### config.mk
export PLATFORM = sky130hd
export DESIGN_NAME = gpio_slave_flat
export DESIGN_NICKNAME = d
export VERILOG_FILES = /design/src/rtl/gpio_slave_if.sv /design/src/rtl/gpio_slave.sv /design/src/flat_wrapper.sv
export SDC_FILE = /design/constraint.sdc
export NUM_CORES = 1
export LEC_CHECK = 0
export CAP_MARGIN = 20
export CORE_MARGIN = 2
export CORE_UTILIZATION = 53
export DETAILED_ROUTE_END_ITERATION = 6
export PLACE_DENSITY = 0.93
export SYNTH_ARGS = -nofsm -noshare
export SYNTH_HDL_FRONTEND = slang
export SYNTH_SLANG_ARGS = --single-unit
### constraint.sdc
create_clock -name clk -period 2.82 [get_ports clk]
set_input_delay 0.564 -clock clk [delete_from_list [all_inputs] [get_ports clk]]
set_output_delay 0.564 -clock clk [all_outputs]
set_load 0.02 [all_outputs]
### src/rtl/gpio_slave_if.sv
// Bus-side register port of the GPIO slave.
// The master drives address/strobe/data, the slave returns read data.
interface gpio_slave_if;
  logic [31:0] addr_i;
  logic        we_i;
  logic [31:0] wdata_i;
  logic [31:0] rdata_o;

  modport master (
    output addr_i,
    output we_i,
    output wdata_i,
    input  rdata_o
  );

  modport slave (
    input  addr_i,
    input  we_i,
    input  wdata_i,
    output rdata_o
  );
endinterface

### src/rtl/gpio_slave.sv
// Memory-mapped GPIO: direction/output regs, synchronized inputs,
// per-pin edge detection with sticky status and level interrupt.
module gpio_slave #(
  parameter int GPIO_NUM    = 16,
  parameter int SYNC_STAGES = 2
) (
  input  logic                clk,
  input  logic                rst,
  gpio_slave_if.slave         bus,
  input  logic [GPIO_NUM-1:0] gpio_i,
  output logic [GPIO_NUM-1:0] gpio_o,
  output logic [GPIO_NUM-1:0] gpio_oe_o,
  output logic                irq_o
);

  localparam int ARM_MAX = SYNC_STAGES + 1;
  localparam int CW      = $clog2(ARM_MAX + 1);

  typedef logic [GPIO_NUM-1:0] pins_t;

  pins_t dir_q;
  pins_t out_q;
  pins_t ie_q;
  pins_t edge_q;
  pins_t is_q;
  pins_t is_d;
  pins_t hist_q;
  pins_t synced;
  pins_t rise;
  pins_t fall;
  pins_t det;
  pins_t wd;
  pins_t clr;

  logic [SYNC_STAGES-1:0][GPIO_NUM-1:0] sync_q;

  logic [CW-1:0] arm_q;
  logic          armed;

  logic [7:0] sel;
  logic       wr_dir;
  logic       wr_out;
  logic       wr_ie;
  logic       wr_edge;
  logic       wr_is;
  logic [31:0] rdata;
  logic        unused_bits;

  assign unused_bits = ^{bus.addr_i[31:5],
                         bus.addr_i[1:0],
                         bus.wdata_i};

  always_comb begin
    sel = 8'b0;
    sel[bus.addr_i[4:2]] = 1'b1;
  end

  assign wd      = bus.wdata_i[GPIO_NUM-1:0];
  assign wr_dir  = bus.we_i & sel[0];
  assign wr_out  = bus.we_i & sel[1];
  assign wr_ie   = bus.we_i & sel[3];
  assign wr_edge = bus.we_i & sel[4];
  assign wr_is   = bus.we_i & sel[5];

  assign synced = sync_q[SYNC_STAGES-1];
  assign armed  = (arm_q == CW'(ARM_MAX));

  assign rise = synced & ~hist_q;
  assign fall = ~synced & hist_q;

  // Until the synchronizer and history have been refilled
  // from the pads, their reset zeros would look like edges.
  always_comb begin
    det = '0;
    if (armed)
      det = (edge_q & rise) | (~edge_q & fall);
  end

  // A fresh edge outranks a simultaneous write-1-to-clear.
  always_comb begin
    clr  = wr_is ? wd : '0;
    is_d = (is_q & ~clr) | det;
  end

  always_ff @(posedge clk or negedge rst) begin
    if (!rst) begin
      dir_q  <= '0;
      out_q  <= '0;
      ie_q   <= '0;
      edge_q <= '0;
      is_q   <= '0;
    end else begin
      if (wr_dir)
        dir_q <= wd;
      if (wr_out)
        out_q <= wd;
      if (wr_ie)
        ie_q <= wd;
      if (wr_edge)
        edge_q <= wd;
      is_q <= is_d;
    end
  end

  always_ff @(posedge clk or negedge rst) begin
    if (!rst) begin
      sync_q <= '0;
      hist_q <= '0;
    end else begin
      sync_q <= {sync_q[SYNC_STAGES-2:0], gpio_i};
      hist_q <= synced;
    end
  end

  always_ff @(posedge clk or negedge rst) begin
    if (!rst)
      arm_q <= '0;
    else if (!armed)
      arm_q <= arm_q + CW'(1);
  end

  always_comb begin
    rdata = '0;
    unique case (1'b1)
      sel[0]: rdata[GPIO_NUM-1:0] = dir_q;
      sel[1]: rdata[GPIO_NUM-1:0] = out_q;
      sel[2]: rdata[GPIO_NUM-1:0] = synced;
      sel[3]: rdata[GPIO_NUM-1:0] = ie_q;
      sel[4]: rdata[GPIO_NUM-1:0] = edge_q;
      sel[5]: rdata[GPIO_NUM-1:0] = is_q;
      sel[6],
      sel[7]: rdata = '0;
    endcase
  end

  assign bus.rdata_o = rdata;
  assign gpio_o      = out_q;
  assign gpio_oe_o   = dir_q;
  assign irq_o       = |(is_q & ie_q);

endmodule

### src/flat_wrapper.sv
// flat-port wrapper written by rule: the top's interface ports become plain ports
module gpio_slave_flat 
#(
  parameter int GPIO_NUM    = 16,
  parameter int SYNC_STAGES = 2
)
  (clk, rst, gpio_i, gpio_o, gpio_oe_o, irq_o, bus_addr_i, bus_we_i, bus_wdata_i, bus_rdata_o);
  gpio_slave_if bus_i ();
  input  logic clk;
  input  logic rst;
  input  logic [GPIO_NUM-1:0] gpio_i;
  output logic [GPIO_NUM-1:0] gpio_o;
  output logic [GPIO_NUM-1:0] gpio_oe_o;
  output logic irq_o;
  input wire logic [$bits(bus_i.addr_i)-1:0] bus_addr_i;
  input wire logic [$bits(bus_i.we_i)-1:0] bus_we_i;
  input wire logic [$bits(bus_i.wdata_i)-1:0] bus_wdata_i;
  output wire logic [$bits(bus_i.rdata_o)-1:0] bus_rdata_o;
  assign bus_i.addr_i = bus_addr_i;
  assign bus_i.we_i = bus_we_i;
  assign bus_i.wdata_i = bus_wdata_i;
  assign bus_rdata_o = bus_i.rdata_o;
  gpio_slave #(.GPIO_NUM(GPIO_NUM), .SYNC_STAGES(SYNC_STAGES)) u_core (.clk(clk), .rst(rst), .bus(bus_i), .gpio_i(gpio_i), .gpio_o(gpio_o), .gpio_oe_o(gpio_oe_o), .irq_o(irq_o));
endmodule
==> reports/summary.txt <==
status = finished, violations left
failing checks = design-rule violations
Fin. Hold Viols = 0
HP Class = flip-flop to flip-flop
TritonCTS Buffers = 17
via count = 4,630
critical path required time = 2.26 ns
H-Tree Depth = 4
final WL = 15,900 µm
syn avg cell area = 11.8 µm²
largest net degree at the start of global routing = 57
number of distinct library cells after synthesis = 37
core area = 0.0108 mm²
Clock transition at path regs = 0.06 ns
Sw Share = 26.9%
CP max FO = 10
CP Data Arrival Time = 2.25 ns
Flop pwr share = 39.9%
largest area contributor in the netlist = dfrtp_1
f_max = 356 MHz
top cells by area, synth = dfrtp_1 (56%), mux2_2 (5.2%), mux2_4 (5.1%)
share of the synthesized area in the top cell type = 55.7%
first drt pass iteration count = 7
Post-Syn Instances = 496
FILL cells = 701
Comb power frac = 19.4%
sequential-to-total area share from yosys stat = 55.7%
buffers added on ports = 86
nets@finish = 693
final instance area = 0.00759 mm²
pre-CTS worst setup slack = -0.368 ns
Leakage Power = 3.31 nW
RD Place Congestion = 0.877
clock group share of total power = 40.7%
post-synthesis cell area = 0.00584 mm²
Pwr per Cell Area = 782 mW/mm²
Final Setup Violations = 0
DRC = 1
Pwr Total = 5.93 mW
setup_tns = 0 ns
internal cell power = 4.34 mW
Worst Clk Skew = 0.00640 ns
clock sink total = 130
routed vias/inst = 6.08
Final Max Tran Viols = 0
Max clock buf depth = 2
I/O Pins = 148
clk root buf = clkbuf_8
row count = 38
initial DRC count = 341
Crit Path Class = primary input to primary output
Routed wire per std cell = 20.9 µm
Synth async-reset ratio = 100%
worst-skew pair later-pin latency = 0.53 ns
antenna viol nets, final = 0
Synth Flop Type = dfrtp_1
Hold WS = 0.345 ns
layout cells sized above 1 = 23.0%
Layout area overhead = 30.0%
Max Cap Viol = 0
yosys warns = 0
register area = 0.00325 mm²
Ant. Diodes = 0
endpoint type of the worst setup path = primary output
min Tclk post-route = 2.81 ns
global-route wire length before repair = 24,700 µm
total die area = 0.0119 mm²
Initial Util = 54.1%
RSZ-0062 raised after global routing = true
initial antenna violation count = 0
sw power = 1.59 mW
CTS tree = done
Tot GR Track Use = 28.1%
worst setup margin = 0.00734 ns
Die Ht = 109 µm
Synth Register Bits = 130
area occupied by multi-input gates = 0.00237 mm²
crit share post-route = 99.7%
vias in the first global route = 4,924
placed instance area = 0.00695 mm²
gr ovfl total = 0
Die X = 109 µm
post-DP HPWL = 9970 µm
worst vdd ir = 445 µV
Post-synth EDFFs = 0
startpoint types = primary input
## cell usage in the layout, fill, tap and decap left out, types with 2 or more instances in the layout
master / netlist / layout
bufinv_16: 0 / 6
clkbuf_2: 0 / 2
nor3b_1: 16 / 12
nand2_1: 46 / 46
a221oi_2: 0 / 2
o21bai_1: 8 / 8
buf_6: 4 / 2
a221oi_1: 4 / 2
nor2_2: 3 / 4
dlygate4sd2_1: 0 / 2
buf_4: 19 / 29
mux2_1: 10 / 10
clkdlybuf4s50_1: 0 / 66
conb_1: 1 / 16
clkbuf_8: 0 / 2
buf_2: 6 / 12
clkbuf_1: 8 / 2
a21oi_1: 12 / 12
a31oi_1: 28 / 27
inv_1: 9 / 9
nor2_1: 26 / 25
a22o_1: 20 / 20
clkinv_2: 0 / 4
nor3b_2: 0 / 4
mux2_2: 27 / 27
nand2b_1: 16 / 16
mux2_4: 20 / 20
o21ai_0: 24 / 24
clkbuf_16: 0 / 16
nand3_1: 12 / 12
buf_12: 1 / 4
nand3b_1: 7 / 7
nor2b_1: 17 / 16
dfrtp_1: 130 / 130
o2bb2ai_1: 8 / 8
## power groups by stage
stage / clock (mW) / combinational [mW] / sequential, mW
finish: 2.41 / 1.15 / 2.37
global route: 2.52 / 1.22 / 2.39
CTS: 2.43 / 1.15 / 2.36
detailed placement: 0 / 1.15 / 2.38
global placement: 0 / 1.11 / 2.35
floorplan: 0 / 0.540 / 2.44
## worst max-delay path: stages
cell and delay (ns):
clkdlybuf4s50_1 0.47, buf_4 0.17, nand2_4 0.14, nor3b_2 0.26
a31oi_1 0.09, a31oi_1 0.25, clkdlybuf4s15_2 0.30
## per-layer routing
| metal | share of wire (%) | GRT usage, % | vias up |
|---|---|---|---|
| li1 | - | - | 1940 |
| met1 | 37 | 33.9 | 2314 |
| met2 | 50 | 46.3 | 316 |
| met3 | 9.5 | 7.53 | 60 |
| met4 | 3.8 | 14.9 | 0 |
| met5 | 0 | 0 | - |
## final timing paths
check	start	cells after the start	slack, ns	endpoint
max reg2reg	u_core.arm_q[0]$_DFFE_PN0N_	3	1.50	u_core.is_q[0]$_DFF_PN0_
min reg2reg	u_core.sync_q[0]$_DFF_PN0_	0	0.35	u_core.synced[0]$_DFF_PN0_
min	u_core.sync_q[0]$_DFF_PN0_	0	0.35	u_core.synced[0]$_DFF_PN0_
min in group asynchronous	rst	2	0.53	u_core.gpio_oe_o[1]$_DFFE_PN0P_
max in group asynchronous	rst	3	1.58	u_core.gpio_oe_o[8]$_DFFE_PN0P_
max	bus_addr_i[4]	7	0.007	bus_rdata_o[0]
## through the flow
step / utilization, % / instances
3_5_place_dp: 64.4 / 729
6_report: 70.3 / 761
4_1_cts: 70.2 / 761
5_1_grt: 70.3 / 761
2_1_floorplan: - / 511
3_3_place_gp: 64.4 / 729
## cells in the mapped netlist (16+ instances only)
| library cell | number |
|---|---|
| a22o_1 | 20 |
| a31oi_1 | 28 |
| buf_4 | 19 |
| dfrtp_1 | 130 |
| mux2_2 | 27 |
| mux2_4 | 20 |
| nand2_1 | 46 |
| nand2b_1 | 16 |
| nor2_1 | 26 |
| nor2b_1 | 17 |
| nor3b_1 | 16 |
| o21ai_0 | 24 |
## logic make-up (layout without fill, tap and decap cells)
kind of cell	Yosys count	count (layout)	share of synthesized area, %
fa+ha+maj	1	1	0.214
mux	57	57	12.3
flops	130	130	55.7
simple gates	151	151	14.2
compound gates	104	104	11.9
buf+inv	51	161	5.42
other cells	1	16	0.0642
xor+xnor	1	1	0.150
## final cells by class
| class | instances | share of cell area [%] |
|---|---|---|
| clock inverters | 11 | 2.75 |
| repair buffers | 121 | 14.7 |
| inverters | 9 | 0.445 |
| clock buffers | 20 | 5.74 |
| multi-input cells | 330 | 31.2 |
| well taps | 140 | 2.31 |
| flip-flops and latches | 130 | 42.9 |
## flip-flops by register name, summed over array words and instances, names as in the netlist
name	flops
u_core.arm_q	2
u_core.edge_q	16
u_core.gpio_o	16
u_core.gpio_oe_o	16
u_core.hist_q	16
u_core.ie_q	16
u_core.is_q	16
u_core.sync_q	16
u_core.synced	16
## what timing repair did
action | CTS | global route
pin swaps | 1 | 0
setup buffers | 0 | 0
hold buffers | 1 | 0
endpoints found under the setup margin | 17 | 11
hold endpoints to repair | 25 | 0
resized for setup | 72 | 16
(Power assumes the default switching activity.)
